[src/rtl/game_packet_rx.sv]
// game_packet_rx: RMII dibit receiver that strips preamble/SFD/MAC header and
// presents the 44-bit kart game-state word; define GAME_PACKET_FCS_CHECK_EN
// to hold the word until the Ethernet FCS has been verified.
module game_packet_rx #(
   parameter int HDR_BYTES     = 14,
   parameter int PAYLOAD_BYTES = 6
) (
   input  logic        clk_in,
   input  logic        rst_in_n,
   input  logic        crsdv,
   input  logic [1:0]  rxd,
   output logic        axiov,
   output logic [43:0] axiod,
   output logic        crc_err,
   output logic [15:0] frame_cnt
);
   localparam int PW       = 8 * PAYLOAD_BYTES;
   localparam int HDR_DIB  = 4 * HDR_BYTES;
   localparam int PAY_DIB  = 4 * PAYLOAD_BYTES;
   localparam int CW       = $clog2((HDR_DIB > PAY_DIB ? HDR_DIB : PAY_DIB) + 1);
   localparam logic [CW-1:0] HDR_LAST = CW'(HDR_DIB - 1);
   localparam logic [CW-1:0] PAY_LAST = CW'(PAY_DIB - 1);

   typedef enum logic [2:0] {IDLE, PREAMBLE, HEADER, PAYLOAD, TAIL, DROP} state_t;

   state_t          state_q, state_d;
   logic [CW-1:0]   cnt_q, cnt_d;
   logic [5:0]      byte_q, byte_d;
   logic [PW-1:0]   word_q, word_d;
   logic            axiov_q, axiov_d;
   logic [43:0]     axiod_q, axiod_d;
   logic            crc_err_q, crc_err_d;
   logic [15:0]     frame_cnt_q, frame_cnt_d;
   logic            accept, reject;

`ifdef GAME_PACKET_FCS_CHECK_EN
   localparam logic [31:0] CRC_RESIDUE = 32'hDEBB20E3;
   logic [31:0] crc_q, crc_d;

   function automatic logic [31:0] crc_dibit(input logic [31:0] c, input logic [1:0] d);
      logic [31:0] r;
      r = c;
      for (int i = 0; i < 2; i++) r = (r[0] ^ d[i]) ? (r >> 1) ^ 32'hEDB88320 : r >> 1;
      return r;
   endfunction

   // CRC is seeded while in the preamble and folds in every valid dibit after the SFD
   always_comb begin
      crc_d = crc_q;
      if (state_q == PREAMBLE) crc_d = '1;
      else if (crsdv && (state_q == HEADER || state_q == PAYLOAD || state_q == TAIL))
         crc_d = crc_dibit(crc_q, rxd);
   end

   // CRC register
   always_ff @(posedge clk_in or negedge rst_in_n) begin
      if (!rst_in_n) crc_q <= '1;
      else           crc_q <= crc_d;
   end

   assign accept = state_q == TAIL && !crsdv && crc_q == CRC_RESIDUE;
   assign reject = state_q == TAIL && !crsdv && crc_q != CRC_RESIDUE;
`else
   assign accept = state_q == PAYLOAD && crsdv && cnt_q == PAY_LAST;
   assign reject = 1'b0;
`endif

   // Frame FSM, dibit/byte assembly and registered output updates
   always_comb begin
      state_d = state_q;
      cnt_d   = cnt_q + 1'b1;
      byte_d  = {rxd, byte_q[5:2]};
      word_d  = word_q;
      case (state_q)
         IDLE:     if (crsdv && rxd == 2'b01) state_d = PREAMBLE;
         PREAMBLE: begin
            if (!crsdv) state_d = IDLE;
            else if (rxd == 2'b11) begin
               state_d = HEADER;
               cnt_d   = '0;
            end else if (rxd != 2'b01) state_d = DROP;
         end
         HEADER: begin
            if (!crsdv) state_d = IDLE;
            else if (cnt_q == HDR_LAST) begin
               state_d = PAYLOAD;
               cnt_d   = '0;
            end
         end
         PAYLOAD: begin
            if (!crsdv) state_d = IDLE;
            else begin
               if (cnt_q[1:0] == 2'b11) word_d = {word_q[PW-9:0], rxd, byte_q};
               if (cnt_q == PAY_LAST) state_d = TAIL;
            end
         end
         TAIL:     if (!crsdv) state_d = IDLE;
         DROP:     if (!crsdv) state_d = IDLE;
         default:  state_d = IDLE;
      endcase
      axiov_d     = accept;
      crc_err_d   = reject;
      axiod_d     = accept ? word_d[PW-1 -: 44] : axiod_q;
      frame_cnt_d = frame_cnt_q + {15'd0, accept};
   end

   // State and output registers
   always_ff @(posedge clk_in or negedge rst_in_n) begin
      if (!rst_in_n) begin
         state_q     <= IDLE;
         cnt_q       <= '0;
         byte_q      <= '0;
         word_q      <= '0;
         axiov_q     <= 1'b0;
         axiod_q     <= '0;
         crc_err_q   <= 1'b0;
         frame_cnt_q <= '0;
      end else begin
         state_q     <= state_d;
         cnt_q       <= cnt_d;
         byte_q      <= byte_d;
         word_q      <= word_d;
         axiov_q     <= axiov_d;
         axiod_q     <= axiod_d;
         crc_err_q   <= crc_err_d;
         frame_cnt_q <= frame_cnt_d;
      end
   end

   assign axiov     = axiov_q;
   assign axiod     = axiod_q;
   assign crc_err   = crc_err_q;
   assign frame_cnt = frame_cnt_q;
endmodule

[config.mk]
export PLATFORM = sky130hd
export DESIGN_NAME = game_packet_rx
export DESIGN_NICKNAME = d
export VERILOG_FILES = /design/src/rtl/game_packet_rx.sv
export SDC_FILE = /design/constraint.sdc
export NUM_CORES = 1
export LEC_CHECK = 0
export BUFFER_PORTS_ARGS = -buffer_cell sky130_fd_sc_hd__buf_2
export CORE_MARGIN = 2
export CORE_UTILIZATION = 50
export CTS_CLUSTER_SIZE = 25
export DETAILED_ROUTE_END_ITERATION = 6
export GPL_ROUTABILITY_DRIVEN = 0
export GPL_TIMING_DRIVEN = 0
export PLACE_DENSITY = 0.7
export SYNTH_ARGS = -nofsm -noshare
export SYNTH_HDL_FRONTEND = slang
export SYNTH_SLANG_ARGS = --single-unit
[constraint.sdc]
create_clock -name clk_in -period 4.05 [get_ports clk_in]
set_input_delay 0.81 -clock clk_in [delete_from_list [all_inputs] [get_ports clk_in]]
set_output_delay 0.81 -clock clk_in [all_outputs]
set_load 0.1 [all_outputs]
* Yosys cells after proc, flatten, opt, wreduce, memory -nomap -nowiden
Cells that the tools add are included.
** Operators by class
- Multiplexer cells :: 18
- Add/sub/neg operators :: 2
- Reductions and logical operators :: 7
- Eq/ne operators :: 16
** Operator list (count)
- 2-to-1 mux 48 bit :: 3
- 2-to-1 mux 3 bit :: 9
- 2-to-1 mux 6 bit :: 4
- adder 16 x 1 -> 16 bit :: 1
- case mux 3 bit (5 select lines) :: 1
- case mux 6 bit (2 select lines) :: 1
- adder 6 x 1 -> 6 bit (second input constant) :: 1
- equality test 3 x 2 -> 1 bit (second input constant) :: 2
- equality test 3 bit (second input constant) :: 2
- equality test 6 x 5 -> 1 bit (second input constant) :: 1
- equality test 6 bit (second input constant) :: 1
- AND reduction 5 bit :: 1
- equality test 2 bit (second input constant) :: 2
- != test 2 bit (second input constant) :: 2
- != test 4 bit (second input constant) :: 1
- equality test 3 x 1 -> 1 bit (second input constant) :: 1
- logical AND 1 bit :: 3
- logical NOT 3 bit :: 1
- != test 3 x 2 -> 1 bit (second input constant) :: 1
- != test 3 bit (second input constant) :: 1
- AND reduction 3 bit :: 1
- equality test 2 x 1 -> 1 bit (second input constant) :: 1
- != test 2 x 1 -> 1 bit (second input constant) :: 1
- OR reduction 2 bit :: 1
** Word-level totals
- Output and inout bits :: 62
- Register bits :: 124
- Word-level logic and storage cells :: 51

* Depth between registers and ports, before layout
Gate-level depths: netlist of run 1.
- Word-level depth :: 5
- Mapped depth :: 12
- Depth with buffers taken out :: 10

* Least setup slack after synthesis of run 1
Ideal clock, no wire load.
- Path type :: reg2reg
- Start point :: reg cnt_q[0]
- End point :: reg frame_cnt_q[12], in the netlist frame_cnt[12]
- Stages on the path, launching flop included :: 13
- Data required time :: 3891 ps
- Path buffers :: 2
- Setup slack :: 986 ps
- Library setup time :: 159 ps
- Arrival :: 2905 ps
- Cells stage by stage :: dfrtp_1 ha_1 buf_4 nand4b_2 or2_4 nor3_4 buf_6 ha_1 ha_1 nand3_1 nor4_1 nand3_1 xnor2_1
** Between the ends
- Word-level cells in the longest chain between the ends :: 3
** Ends and longest elaborated chain
- start: declaration :: RTL line 27 : logic [CW-1:0] cnt_q, cnt_d;
- start signal: assignment :: RTL line 120 : cnt_q <= cnt_d;
- equality test 6 x 5 -> 1 bit :: RTL line 64 : assign accept = state_q == PAYLOAD && crsdv && cnt_q == PAY_LAST;
- logical AND 1 bit :: RTL line 64
- via accept :: RTL line 34 : logic accept, reject;
- adder 16 x 1 -> 16 bit :: RTL line 104 : frame_cnt_d = frame_cnt_q + {15'd0, accept};
- via frame_cnt_d[12] :: RTL line 33 : logic [15:0] frame_cnt_q, frame_cnt_d;
- end signal: assignment :: RTL line 126 : frame_cnt_q <= frame_cnt_d;
- end: declaration :: RTL line 33
The timed path passes the listed nets, and every way through them passes these cells.
A chain may end at the register's enable or synchronous reset.

* Worst setup path after layout of run 1
Ends and elaborated chain as after synthesis.

==> results of run 1 <==
-- placed cells by master, fill, tap and decap left out, types with 2 or more instances in the layout --
cell type,instances
clkbuf_16,16
nor2_1,14
buf_4,2
clkbuf_1,5
nand3_1,7
a21oi_1,4
clkinvlp_4,4
xnor2_1,10
nand2_1,11
nand4_1,4
xor2_1,8
bufinv_16,3
buf_2,69
ha_1,4
inv_6,2
o21ai_0,2
mux2_1,3
dfrtp_1,124
and3_1,2
clkinv_4,2
clkinv_2,3
buf_6,5
mux2_2,133
inv_1,3
-- cell type report --
cell class              count  share of cell area
plain buffers              15              0.0156
inverters                   3             0.00176
repair buffers             66              0.0560
multi-input cells         219               0.324
well taps                 136              0.0265
flip-flops and latches    124               0.484
clock inverters            14              0.0265
clock buffers              18              0.0652
-- power breakdown --
group | internal [uW] | switching [uW] | leakage, uW | total, uW
clock | 938 | 539 | 0.000278 | 1480
combinational | 119 | 155 | 0.00142 | 274
sequential | 1280 | 42.3 | 0.00170 | 1320
-- stage by stage --
| step | instance area [sq um] | setup WS [ns] | cells | total power (uW) | hold WS [ns] |
|---|---|---|---|---|---|
| after detailed placement | 5820 | 0.462 | 563 | 1620 | 0.371 |
| after global placement | 5790 | 0.534 | 562 | 1610 | 0.371 |
| after CTS | 6410 | 0.454 | 595 | 3110 | 0.167 |
| after global routing | 6410 | 0.183 | 595 | 3200 | 0.180 |
| after floorplan | 5290 | 0.986 | 361 | 1530 | 0.350 |
| final | 6410 | 0.522 | 595 | 3070 | 0.178 |
-- worst max path at each step --
stage | slack (ns) | endpoint | startpoint
2_1_floorplan | 0.99 | frame_cnt[12] | cnt_q[0]
3_3_place_gp | 0.53 | frame_cnt[12] | cnt_q[0]
3_5_place_dp | 0.46 | frame_cnt[12] | cnt_q[0]
4_1_cts | 0.45 | frame_cnt[12] | cnt_q[0]
5_1_grt | 0.18 | frame_cnt[12] | cnt_q[0]
6_report | 0.52 | frame_cnt[12] | cnt_q[0]
-- state kept, by name (all words and copies together), names as in the netlist --
| register | flops |
|---|---|
| cnt_q | 6 |
| state_q | 3 |
| word_q | 48 |
| axiov | 1 |
| axiod | 44 |
| frame_cnt | 16 |
| byte_q | 6 |
-- cell families (layout without fill, tap and decap cells) --
group / after synthesis / in the layout / share of synthesized area
simple gates: 50 / 50 / 0.0515
fa+ha+maj: 4 / 4 / 0.00945
compound gates: 10 / 10 / 0.0121
flops: 124 / 124 / 0.586
other cells: 1 / 1 / 0.000708
mux: 136 / 136 / 0.289
xor+xnor: 18 / 18 / 0.0298
buf+inv: 18 / 116 / 0.0210
-- per-layer routing --
metal,up-vias,track usage
met3,4,0.0541
met4,0,0.0557
met5,-,0
li1,1449,-
met2,63,0.263
met1,1521,0.249
==> impl_results.md, run 1 <==
- Run status: finished, final reports clean
- Vias in the first global route: 3,035
- Biggest area consumer among synthesized cells: dfrtp_1
- TritonCTS clock tree: yes
- Path category of the worst min-delay check: in -> async
- Vias: 3,037
- Path length in cells of the critical path: 12
- Gate family responsible for the most delay along the worst path: simple AND/OR/NAND/NOR gates
- Post-CTS setup-driven buffer insertion count: 0
- Total negative slack for setup checks: 0 ns
- Clock Pin Slew Worst Setup and Hold Paths: 0.06 ns
- Number of hold-repair buffers added at the cts stage: 0
- Later-pin clock latency in the skew report: around 0.51 ns
- Reg area: 0.00310 sq mm
- Total CTS buffers: 17
- Cell chain of the critical path: ha_1, buf_4, nand4b_2, or2_4, nor3_4, buf_6, ha_1, ha_1, nand3_1, nor4_1, nand3_1, xnor2_1
- Flop2flop setup slack: between 0.5 and 0.6 ns
- Proportion of netlist area held by the largest area contributor: 0.586
- Die footprint: around 0.011 sq mm
- Most instantiated library cell after synthesis: mux2_2
- First-pass GRT wire length: around 15,000 um
- Clock tree skew after final layout: 0.00912 ns
- Max-slew violation count: 0
- Number of maximum-capacitance constraint violations: 0
- Antenna violations before repair: 0
- Required time at the endpoint of the critical path: between 4 and 5 ns
- Post-cts resize count: 0
- Post-Syn Area per Cell: around 15 sq um
- Yosys warnings: 0
- Syn Nets: 370
- Area taken by multi-input logic gates: 0.00208 sq mm
- Critical Path Max Stage Delay: 0.55 ns
- Depth of the most critical reg-to-reg path: 12
- Placeable core area: 0.0103 sq mm
- Most numerous cell types in the synthesized netlist: mux2_2 (133), dfrtp_1 (124), nor2_1 (14)
- CP bufs+invs: 2
- Count of unique library cells instantiated by Yosys: 35
- Worst reg2reg endpoint: frame_cnt[12]
- Met2 routed WL: 4360 um
- Share of layout cells above drive strength 1: 0.538
- Clock root buffer: clkbuf_8
- Beginning of the worst register-to-register path: cnt_q[0]
- Critical path's most frequent cell: ha_1
- Category of the critical setup timing path: reg -> reg
- Total wire length: 9320 um
- Max FO, Critical Path: 11
- CTS Sinks: approximately 120
- Initial core utilization: 0.513
- Final setup violating endpoints: 0
- Drt pass-1 iters: 4
- Async set or reset register ratio after synthesis: 1.00
- LEAKAGE: 0.00339 uW
- Normalized max-slew margin: 0.588
- Count of inserted antenna diode cells: 0
- Buffers added on ports: 65
- Slowest stage cell, crit path: nor4_1
- Top flip-flop cell by instance count after synthesis: dfrtp_1
- Amount of wire on met3 after detailed routing: 376 um
- Maximum number of pins on one net before global-route repair: 94
- Post-detailed-route count of antenna-violating nets: 0
- Final HPWL DP: 6170 um
- Number of instances in the synthesized netlist: roughly 360
- Power density normalized to cell area: 479 mW/mm^2
- Final-report hold violation count: 0
- DRT met1 WL: 4530 um
- Peak ir drop on the vdd network: 0.000303 V
- Fmax: 283 MHz
- Num ports: 67
- Synthesized cell area: roughly 0.0053 sq mm
- Number of DRC markers in iteration 0: 122
- Share of the yosys chip area belonging to registers: 0.586
- End-of-flow core utilization: 0.621
- Period Utilization, post-route: 0.871
- Die Width: 107 um
- Post-synth EDFFs: 0
- Critical path arrival: 3.91 ns
- Worst Setup Start Kind: flop
- Drt via density: 5.10
- RSZ-0062 raised after global routing: no
- Drc violations: 0
- Rows: 37
- Vertical extent of the die: 107 um
- # fillers: 784
- WL/cell: 15.7 um
- Crit. End Element: flop
- Nets@finish: 455
- Minimum clock period after layout: 3.53 ns
- Worst-Margin Slew: 0.618 ns
- DR top layer: met4
- GR Overflow Total: 0
- Largest buffer count on any clock path: 2
- Leading post-synthesis cells by cell area: dfrtp_1 (59%), mux2_2 (28%), xnor2_1 (1.7%)
- Clock H-tree levels: 4
- Total routing resource utilization after global routing: 0.176
- Layout-stage area growth over the synthesis result: 21.1%
- Flip-flop and latch count after synthesis: 124
(Power assumes the default switching activity.)
==> run 2: changes to the inputs <==
--- a/config.mk
+++ b/config.mk
@@ -12,6 +12,7 @@
 export DETAILED_ROUTE_END_ITERATION = 6
 export GPL_ROUTABILITY_DRIVEN = 0
 export GPL_TIMING_DRIVEN = 0
+export MAX_ROUTING_LAYER = met4
 export PLACE_DENSITY = 0.7
 export SYNTH_ARGS = -nofsm -noshare
 export SYNTH_HDL_FRONTEND = slang
==> run 2 against run 1 <==
Clock skew shrank 0.0010 ns. Design area unchanged. Register-to-register slack about the same. Power up 0.10%. Die area unchanged. Worst setup slack is essentially flat. First-iteration DRC count decreased by 9.0%. Clock power barely moved. Global-route usage is 0.52 points higher.
==> impl_results.md, run 2 (same netlist as run 1, synthesis figures left out) <==
- Slowest stage cell, crit path: nor4_1
- Cell chain of the critical path: ha_1, buf_4, nand4b_2, or2_4, nor3_4, buf_6, ha_1, ha_1, nand3_1, nor4_1, nand3_1, xnor2_1
- Period Utilization, post-route: 0.871
- Category of the critical setup timing path: reg -> reg
- Largest buffer count on any clock path: 2
- Most utilized layer in the global route result: met2
- Vias: 3,047
- Nets@finish: approximately 460
- Post-cts resize count: 0
- Instance area at placement: between 0.005 and 0.006 sq mm
- Antenna violations before repair: 0
- Beginning of the worst register-to-register path: cnt_q[0]
- Placeable core area: ~0.010 sq mm
- Critical path's most frequent cell: ha_1
- Total negative slack for setup checks: 0 ns
- Initial core utilization: 0.513
- GR Overflow Total: 0
- Number of hold-repair buffers added at the cts stage: 0
- Drt pass-1 iters: 4
- # fillers: just under 800
- Layout-stage area growth over the synthesis result: 21.1%
- RSZ-0062 raised after global routing: no
- Worst-Margin Slew: a little over 0.6 ns
- CTS Sinks: 124
- Worst setup path startpoint: cnt_q[0]
- Crit. End Element: flop
- Vertical extent of the die: 107 um
- Total routing resource utilization after global routing: 0.182
- Total instance count after detailed placement: 563
- First-pass GRT wire length: between 15,000 and 20,000 um
- Most common cell after layout, fill and taps aside: mux2_2
- Normalized max-slew margin: 0.590
- Fmax: 283 MHz
- Path category of the worst min-delay check: in -> async
- Clock tree skew after final layout: 0.00809 ns
- Rows: 37
- Final setup violating endpoints: 0
- Buffers added on ports: 65
- Critical Path Max Stage Delay: 0.55 ns
- Final-report hold violation count: 0
- Drc violations: 0
- Num ports: 67
- Number of standard cells in the final layout excluding fillers: 595
- Power density normalized to cell area: 480 mW/mm^2
- Total wire length: 9340 um
- Drt via density: slightly above 5
- Clock Pin Slew Worst Setup and Hold Paths: 0.06 ns
- Global-route track usage on met2: 0.262
- Die Width: between 100 and 150 um
- Max-slew violation count: 0
- Peak ir drop on the vdd network: 0.000305 V
- Die footprint: 0.0114 sq mm
- Run status: finished, final reports clean
- Max FO, Critical Path: 11
- Number of flip-flops in the largest register: 48
- Maximum number of pins on one net before global-route repair: 94
- Final HPWL DP: 6170 um
- Worst Setup Start Kind: flop
- Critical path arrival: about 3.9 ns
- LEAKAGE: 0.00339 uW
- Global routing met3 resource utilization: 0.0541
- WL/cell: between 15 and 20 um
- Total CTS buffers: 17
- Post-CTS setup-driven buffer insertion count: 0
- Required time at the endpoint of the critical path: 4.44 ns
- Number of maximum-capacitance constraint violations: 0
- Minimum clock period after layout: 3.53 ns
- Later-pin clock latency in the skew report: 0.51 ns
- Post-route cell area: 0.00641 sq mm
- Post-detailed-route count of antenna-violating nets: 0
- Vias in the first global route: 3,031
- Clock root buffer: clkbuf_8
- Clock H-tree levels: 4
- TritonCTS clock tree: yes
- Most frequent cells in the layout: mux2_2 (133), dfrtp_1 (124), buf_2 (69)
- Number of DRC markers in iteration 0: 111
- Met1 Use GR: 0.250
- Register with the most flip-flops: word_q
- Share of layout cells above drive strength 1: 0.538
- Count of inserted antenna diode cells: 0
-- run 2: cell counts in the layout (fill, tap and decap cells not counted) --
Identical to the previous run, type by type.
-- run 2: path summary, 6_finish.rpt --
check                                endpoint  slack, ns  cells after the start
worst min-delay path                axiod[41]       0.18                      1
worst max-delay path            frame_cnt[12]       0.52                     12
min in group clk_in                 byte_q[0]       0.38                      0
worst max register to register  frame_cnt[12]       0.52                     12
max in group asynchronous           word_q[8]       3.14                      2
worst min register to register      byte_q[0]       0.38                      0
-- run 2: per-stage QoR --
step,util,total power (uW),hold WS (ns),worst slack (ns)
floorplan,-,1530,0.350,0.986
global placement,0.561,1610,0.371,0.534
detailed placement,0.564,1620,0.371,0.462
CTS,0.621,3110,0.167,0.454
global route,0.621,3200,0.180,0.184
finish,0.621,3070,0.176,0.522
-- run 2: area by class of cell --
| class | count | area, sq um | area share |
|---|---|---|---|
| multi-input cells | 219 | 2080 | 0.324 |
| clock buffers | 18 | 418 | 0.0652 |
| flip-flops and latches | 124 | 3100 | 0.484 |
| clock inverters | 14 | 170 | 0.0265 |
| repair buffers | 66 | 359 | 0.0560 |
| inverters | 3 | 11.3 | 0.00176 |
| plain buffers | 15 | 100 | 0.0156 |
| well taps | 136 | 170 | 0.0265 |
-- run 2: power by group --
| group | internal [uW] | switching (uW) | leakage (uW) |
|---|---|---|---|
| registers | 1280 | 42.2 | 0.00170 |
| logic | 119 | 155 | 0.00142 |
| clock network | 938 | 543 | 0.000278 |
-- run 2: per-layer routing --
metal / up-vias / share of wire
li1: 1453 / -
met1: 1516 / 0.49
met2: 64 / 0.46
met3: 14 / 0.039
met4: 0 / 0.011
met5: - / 0
-- run 2: critical path: cells and delay by family (launching register included) --
kind	cells	cell delay [ns]
simple gates	6	1.83
flops	1	0.41
buf+inv	2	0.43
fa+ha+maj	3	0.56
xor+xnor	1	0.16
